File: src/rtl/ysyx_040750_ex_mem_reg.sv
// ysyx_040750_ex_mem_reg: EX/MEM pipeline register built as a 2-entry skid buffer with registered ready.
// Optional build macro YSYX_040750_EX_MEM_PERF_EN adds stall/flush event counters.
`default_nettype none

module ysyx_040750_ex_mem_reg #(
    parameter int DW  = 64,
    parameter int PCW = 64
) (
    input  logic           I_sys_clk,
    input  logic           I_rst,
    input  logic           I_result_valid,
    input  logic [DW-1:0]  I_result,
    input  logic [DW-1:0]  I_csr_data,
    input  logic [DW-1:0]  I_store_data,
    input  logic [PCW-1:0] I_pc,
    input  logic [4:0]     I_rd,
    input  logic           I_rd_wen,
    input  logic           I_csr_wen,
    input  logic           I_mem_ren,
    input  logic           I_mem_wen,
    input  logic [2:0]     I_mem_size,
    input  logic           I_flush,
    input  logic           I_MEM_ready,
    output logic           O_EX_MEM_ready,
    output logic           O_valid,
    output logic [DW-1:0]  O_result,
    output logic [DW-1:0]  O_csr_data,
    output logic [DW-1:0]  O_store_data,
    output logic [PCW-1:0] O_pc,
    output logic [4:0]     O_rd,
    output logic           O_rd_wen,
    output logic           O_csr_wen,
    output logic           O_mem_ren,
    output logic           O_mem_wen,
`ifdef YSYX_040750_EX_MEM_PERF_EN
    output logic [31:0]    O_stall_cnt,
    output logic [31:0]    O_flush_cnt,
`endif
    output logic [2:0]     O_mem_size
);

    typedef struct packed {
        logic [DW-1:0]  result;
        logic [DW-1:0]  csr_data;
        logic [DW-1:0]  store_data;
        logic [PCW-1:0] pc;
        logic [4:0]     rd;
        logic           rd_wen;
        logic           csr_wen;
        logic           mem_ren;
        logic           mem_wen;
        logic [2:0]     mem_size;
    } payload_t;

    typedef enum logic [1:0] {
        ST_EMPTY = 2'd0,
        ST_FULL  = 2'd1,
        ST_SKID  = 2'd2
    } state_t;

    state_t   r_state, w_state_nxt;
    payload_t r_main, r_skid, w_main_nxt, w_skid_nxt, w_in;
    logic     r_ready;
    logic     w_in_fire, w_out_fire, w_valid;

    assign w_in = '{result: I_result, csr_data: I_csr_data, store_data: I_store_data,
                    pc: I_pc, rd: I_rd, rd_wen: I_rd_wen, csr_wen: I_csr_wen,
                    mem_ren: I_mem_ren, mem_wen: I_mem_wen, mem_size: I_mem_size};

    assign w_valid    = (r_state != ST_EMPTY);
    assign w_in_fire  = I_result_valid && r_ready;
    assign w_out_fire = w_valid && I_MEM_ready;

    // Main is always the FIFO head; skid only ever holds the younger entry.
    always_comb begin
        w_state_nxt = r_state;
        w_main_nxt  = r_main;
        w_skid_nxt  = r_skid;
        if (I_flush) begin
            w_state_nxt = ST_EMPTY;
        end else begin
            case (r_state)
                ST_EMPTY: begin
                    if (w_in_fire) begin
                        w_main_nxt  = w_in;
                        w_state_nxt = ST_FULL;
                    end
                end
                ST_FULL: begin
                    if (w_in_fire && w_out_fire) begin
                        w_main_nxt = w_in;
                    end else if (w_in_fire) begin
                        w_skid_nxt  = w_in;
                        w_state_nxt = ST_SKID;
                    end else if (w_out_fire) begin
                        w_state_nxt = ST_EMPTY;
                    end
                end
                ST_SKID: begin
                    if (w_out_fire) begin
                        w_main_nxt  = r_skid;
                        w_state_nxt = ST_FULL;
                    end
                end
                default: w_state_nxt = ST_EMPTY;
            endcase
        end
    end

    always_ff @(posedge I_sys_clk or posedge I_rst) begin
        if (I_rst) begin
            r_state <= ST_EMPTY;
            r_ready <= 1'b1;
            r_main  <= '0;
            r_skid  <= '0;
        end else begin
            r_state <= w_state_nxt;
            r_ready <= (w_state_nxt != ST_SKID);
            r_main  <= w_main_nxt;
            r_skid  <= w_skid_nxt;
        end
    end

    assign O_EX_MEM_ready = r_ready;
    assign O_valid        = w_valid;
    assign O_result       = r_main.result;
    assign O_csr_data     = r_main.csr_data;
    assign O_store_data   = r_main.store_data;
    assign O_pc           = r_main.pc;
    assign O_rd           = r_main.rd;
    assign O_mem_size     = r_main.mem_size;
    // Side-effect enables must never leak out of an invalid slot.
    assign O_rd_wen       = r_main.rd_wen  && w_valid;
    assign O_csr_wen      = r_main.csr_wen && w_valid;
    assign O_mem_ren      = r_main.mem_ren && w_valid;
    assign O_mem_wen      = r_main.mem_wen && w_valid;

`ifdef YSYX_040750_EX_MEM_PERF_EN
    logic [31:0] r_stall_cnt, r_flush_cnt;

    always_ff @(posedge I_sys_clk or posedge I_rst) begin
        if (I_rst) begin
            r_stall_cnt <= '0;
            r_flush_cnt <= '0;
        end else begin
            if (w_valid && !I_MEM_ready) r_stall_cnt <= r_stall_cnt + 32'd1;
            if (I_flush && w_valid)      r_flush_cnt <= r_flush_cnt + 32'd1;
        end
    end

    assign O_stall_cnt = r_stall_cnt;
    assign O_flush_cnt = r_flush_cnt;
`endif

endmodule

`default_nettype wire

File: config.mk
export PLATFORM = sky130hd
export DESIGN_NAME = ysyx_040750_ex_mem_reg
export DESIGN_NICKNAME = d
export VERILOG_FILES = /design/src/rtl/ysyx_040750_ex_mem_reg.sv
export SDC_FILE = /design/constraint.sdc
export NUM_CORES = 1
export LEC_CHECK = 0
export BUFFER_PORTS_ARGS = -buffer_cell sky130_fd_sc_hd__buf_4
export CORE_MARGIN = 3
export CORE_UTILIZATION = 55
export DETAILED_ROUTE_END_ITERATION = 6
export GPL_ROUTABILITY_DRIVEN = 0
export GPL_TIMING_DRIVEN = 0
export PLACE_DENSITY = 0.9
export SLEW_MARGIN = 20
export SYNTH_ARGS = -nofsm -noshare
export SYNTH_HDL_FRONTEND = slang
export SYNTH_SLANG_ARGS = --single-unit
File: constraint.sdc
create_clock -name I_sys_clk -period 22.7 [get_ports I_sys_clk]
set_input_delay 4.54 -clock I_sys_clk [delete_from_list [all_inputs] [get_ports I_sys_clk]]
set_output_delay 4.54 -clock I_sys_clk [all_outputs]
set_load 0.1 [all_outputs]
==> flow_summary_export.csv <==
group,metric,value,unit
setup_path,path_cells,"nor2_1 > nor2b_1 > buf_4",
power_and_ir_drop,combPwrFrac,0.392,
routing,wirelength,79820,um
logic_synthesis,seq_area_frac_synth,0.5421,
power_and_ir_drop,seq_power_share,0.354,
sta,tns,0,ps
clocking,clock_latency,600,ps
sta,fin_skew,28.70,ps
power_and_ir_drop,switchingPower,0.001563,W
routing,postRouteAntennaNets,0,
setup_path,path_max_fanout,6,
setup_path,end_kind,"output port",
logic_synthesis,synth_seq_cells,539,
floorplan,ios,543,
routing,wl_per_cell,22.45,um
clocking,post_cts_buffers,0,
setup_path,worstSetupPathType,"flop to output port",
power_and_ir_drop,power_density,121.5,nW/um^2
power_and_ir_drop,pwr-share-clk,0.254,
routing,firstDrtPassIters,6,
floorplan,fp.dieW,218.7,um
power_and_ir_drop,power,0.003863,W
grt,grt_first_pass_wirelength,122200,um
grt,grt_max_degree,109,
sta,setup_viol,0,
routing,drc,0,
setup_path,critPathBufInv,1,
floorplan,rows,77,
setup_path,critPathRequiredTime,18160,ps
grt,grt_antenna_before_repair,5,
place,io_buffers,542,
grt,grtUsageTotal,0.3270,
grt,grt-ovfl-total,0,
clocking,cts_buffer_depth,3,
final_layout,multi_input_area,8601,sq um
sta,worst_slew_pin_slew,1029,ps
clocking,root_buffer,"clkbuf_16",
setup_path,cp_num_cells,3,
sta,finalHoldViolations,0,
clocking,cts_resized,0,
clocking,tritoncts,"done",
power_and_ir_drop,peakVddDrop,0.09038,mV
power_and_ir_drop,p_leak,15.83,nW
job,maxCapViolCount,0,
clocking,clkSinkCount,539,
clocking,ctsHoldBuffers,0,
final_layout,n_fill_cell,2711,
setup_path,worstPathArrival,1770,ps
setup_path,r2r_end,"O_pc[23]",
floorplan,core,44410,sq um
setup_path,max_stage_delay,440,ps
sta,max_slew_margin,0.3142,
sta,post-route-period-util,0.2780,
sta,fmax,0.1585,GHz
grt,first_global_vias,21650,
floorplan,start_util,0.5602,
setup_path,crit_path_start,"r_state[1]",
setup_path,ff2ff_path_depth,6,
clocking,cts_buffers,54,
worst_hold_path,holdCritPathClass,"flop to flop",
setup_path,cp-start-kind,"flop",
floorplan,die_area,47830,sq um
sta,min_period,6311,ps
setup_path,rr_startpoint,"r_state[1]",
logic_synthesis,avgSynthCellArea,10.76,sq um
power_and_ir_drop,p_int,0.002299,W
run_status,status,"finished clean",
setup_path,cpLargestDelayFamily,"simple AND/OR/NAND/NOR gates",
final_layout,area_growth,27.80,%
final_layout,post_route_cells_drive_above_1_share,0.4201,
floorplan,die_y,218.7,um
sta,holdWs,506.2,ps
clocking,clkTransAtPathRegs,70,ps
final_layout,nets,3189,
routing,drtIter0Drc,2253,
logic_synthesis,syn-cell-area,24880,sq um
sta,drv_slew,0,
routing,dr_total_vias,20380,
clocking,ctsHtreeMaxLevel,2,
routing,vias_per_cell,5.730,
place,hpwl,54050,um
setup_path,critPathCapture,"O_mem_ren",
logic_synthesis,netlist-cell-type-count,22,
logic_synthesis,syn_inst,2313,
setup_path,r2r_slack,19810,ps
sta,rsz0062_at_grt,"no",
logic_synthesis,syn_nets,2586,
logic_synthesis,ys_warn_count,0,
power_and_ir_drop,switching_share,0.4047,
setup_path,slowest_stage,"dfrtp_1",
final_layout,final-seq-area,13490,sq um
area by class of cell:
class,instances,share of cell area
inverters,3,0.0005902
clock buffers,81,0.05139
flip-flops and latches,539,0.4242
multi-input cells,1358,0.2705
clock inverters,20,0.01007
diodes,3,0.0002361
well taps,592,0.02329
repair buffers,547,0.1323
plain buffers,413,0.08747
cells in the mapped netlist:
cell	instances	area (sq um)
o31a_1	1	8.760
mux2_2	68	765.7
buf_1	13	48.80
xnor2_1	1	8.760
nand2_1	537	2016
clkbuf_1	66	247.7
buf_2	45	225.2
a2bb2oi_1	1	8.760
nand2b_1	2	12.51
buf_4	265	1989
or3_1	1	6.260
mux2_4	200	3003
inv_1	3	11.26
nor2b_1	6	37.54
nor2_1	270	1013
dfrtp_1	538	13460
nand3b_4	1	20.02
nand4bb_1	1	11.26
dfstp_2	1	26.28
a31oi_1	268	1677
buf_6	24	270.3
o31ai_2	1	12.51
cell usage in the layout (no fill, tap or decap), types with 2 or more instances in the layout:
cell type and count:
buf_2 45, nand2b_1 2, clkinv_4 2, inv_1 2, buf_1 13, buf_4 807
mux2_2 68, diode_2 3, bufinv_16 8, inv_6 2, clkbuf_1 76, a31oi_1 268
nand2_1 537, nor2_1 270, clkbuf_8 16, nor2b_1 6, buf_6 24, clkbuf_16 55
mux2_4 200, clkinv_2 6, buf_16 5, clkinvlp_4 2, dfrtp_1 538
state kept, by name (all words and copies together), names as in the netlist, 2 cells and up:
| name | count |
|---|---|
| O_store_data | 64 |
| O_mem_size | 3 |
| O_pc | 64 |
| O_rd | 5 |
| O_csr_data | 64 |
| r_state | 2 |
| r_skid | 268 |
| r_main | 4 |
| O_result | 64 |
power groups by stage:
stage / sequential (W) / clock (W) / combinational (W)
after floorplan: 0.00132 / 0 / 0.00120
after global placement: 0.00134 / 0 / 0.00146
after detailed placement: 0.00136 / 0 / 0.00149
after CTS: 0.00136 / 0.000983 / 0.00151
after global routing: 0.00139 / 0.00103 / 0.00157
final: 0.00137 / 0.000979 / 0.00151
per-layer routing:
metal / routed length, um / track usage / up-vias
met5: 25 / 0 / -
met4: 4747 / 0.1795 / 4
met3: 7737 / 0.09594 / 330
met2: 39640 / 0.5570 / 1190
met1: 27670 / 0.3702 / 10190
li1: - / - / 8667
logic make-up (layout without fill, tap and decap cells):
group,Yosys count,count (layout),share of synthesized area
buffers and inverters,416,1064,0.1122
other,0,3,0
multiplexers,268,268,0.1515
XOR/XNOR,1,1,0.0003521
AO/OA/AOI/OAI,271,271,0.06859
flip-flops,539,539,0.5421
AND/OR/NAND/NOR,818,818,0.1253
worst reg2reg max path, stage by stage, from the launching register on:
cell	delay, ps
dfrtp_1	430
nor2b_1	160
buf_2	250
clkbuf_1	710
clkbuf_1	480
nand2_1	150
a31oi_1	550
worst min-delay path by stage:
stage	start	to	slack (ps)	cells after the start
final	r_skid[204]	r_skid[204]	510	1
after global routing	r_skid[235]	r_skid[235]	520	1
after CTS	r_skid[175]	r_skid[175]	510	1
after detailed placement	r_skid[101]	r_skid[101]	490	1
after global placement	r_skid[216]	r_skid[216]	490	1
after floorplan	r_skid[218]	r_skid[218]	480	1
through the flow:
| step | cell area (sq um) | worst slack, ps | utilization | instances |
|---|---|---|---|---|
| after detailed placement | 29840 | 16050 | 0.6718 | 3452 |
| after floorplan | 24880 | 3096 | - | 2313 |
| after global routing | 31800 | 16290 | 0.7160 | 3556 |
| after CTS | 31790 | 16380 | 0.7158 | 3553 |
| after global placement | 29690 | -1721 | 0.6685 | 3447 |
| final | 31800 | 16390 | 0.7160 | 3556 |
(Power assumes the default switching activity.)
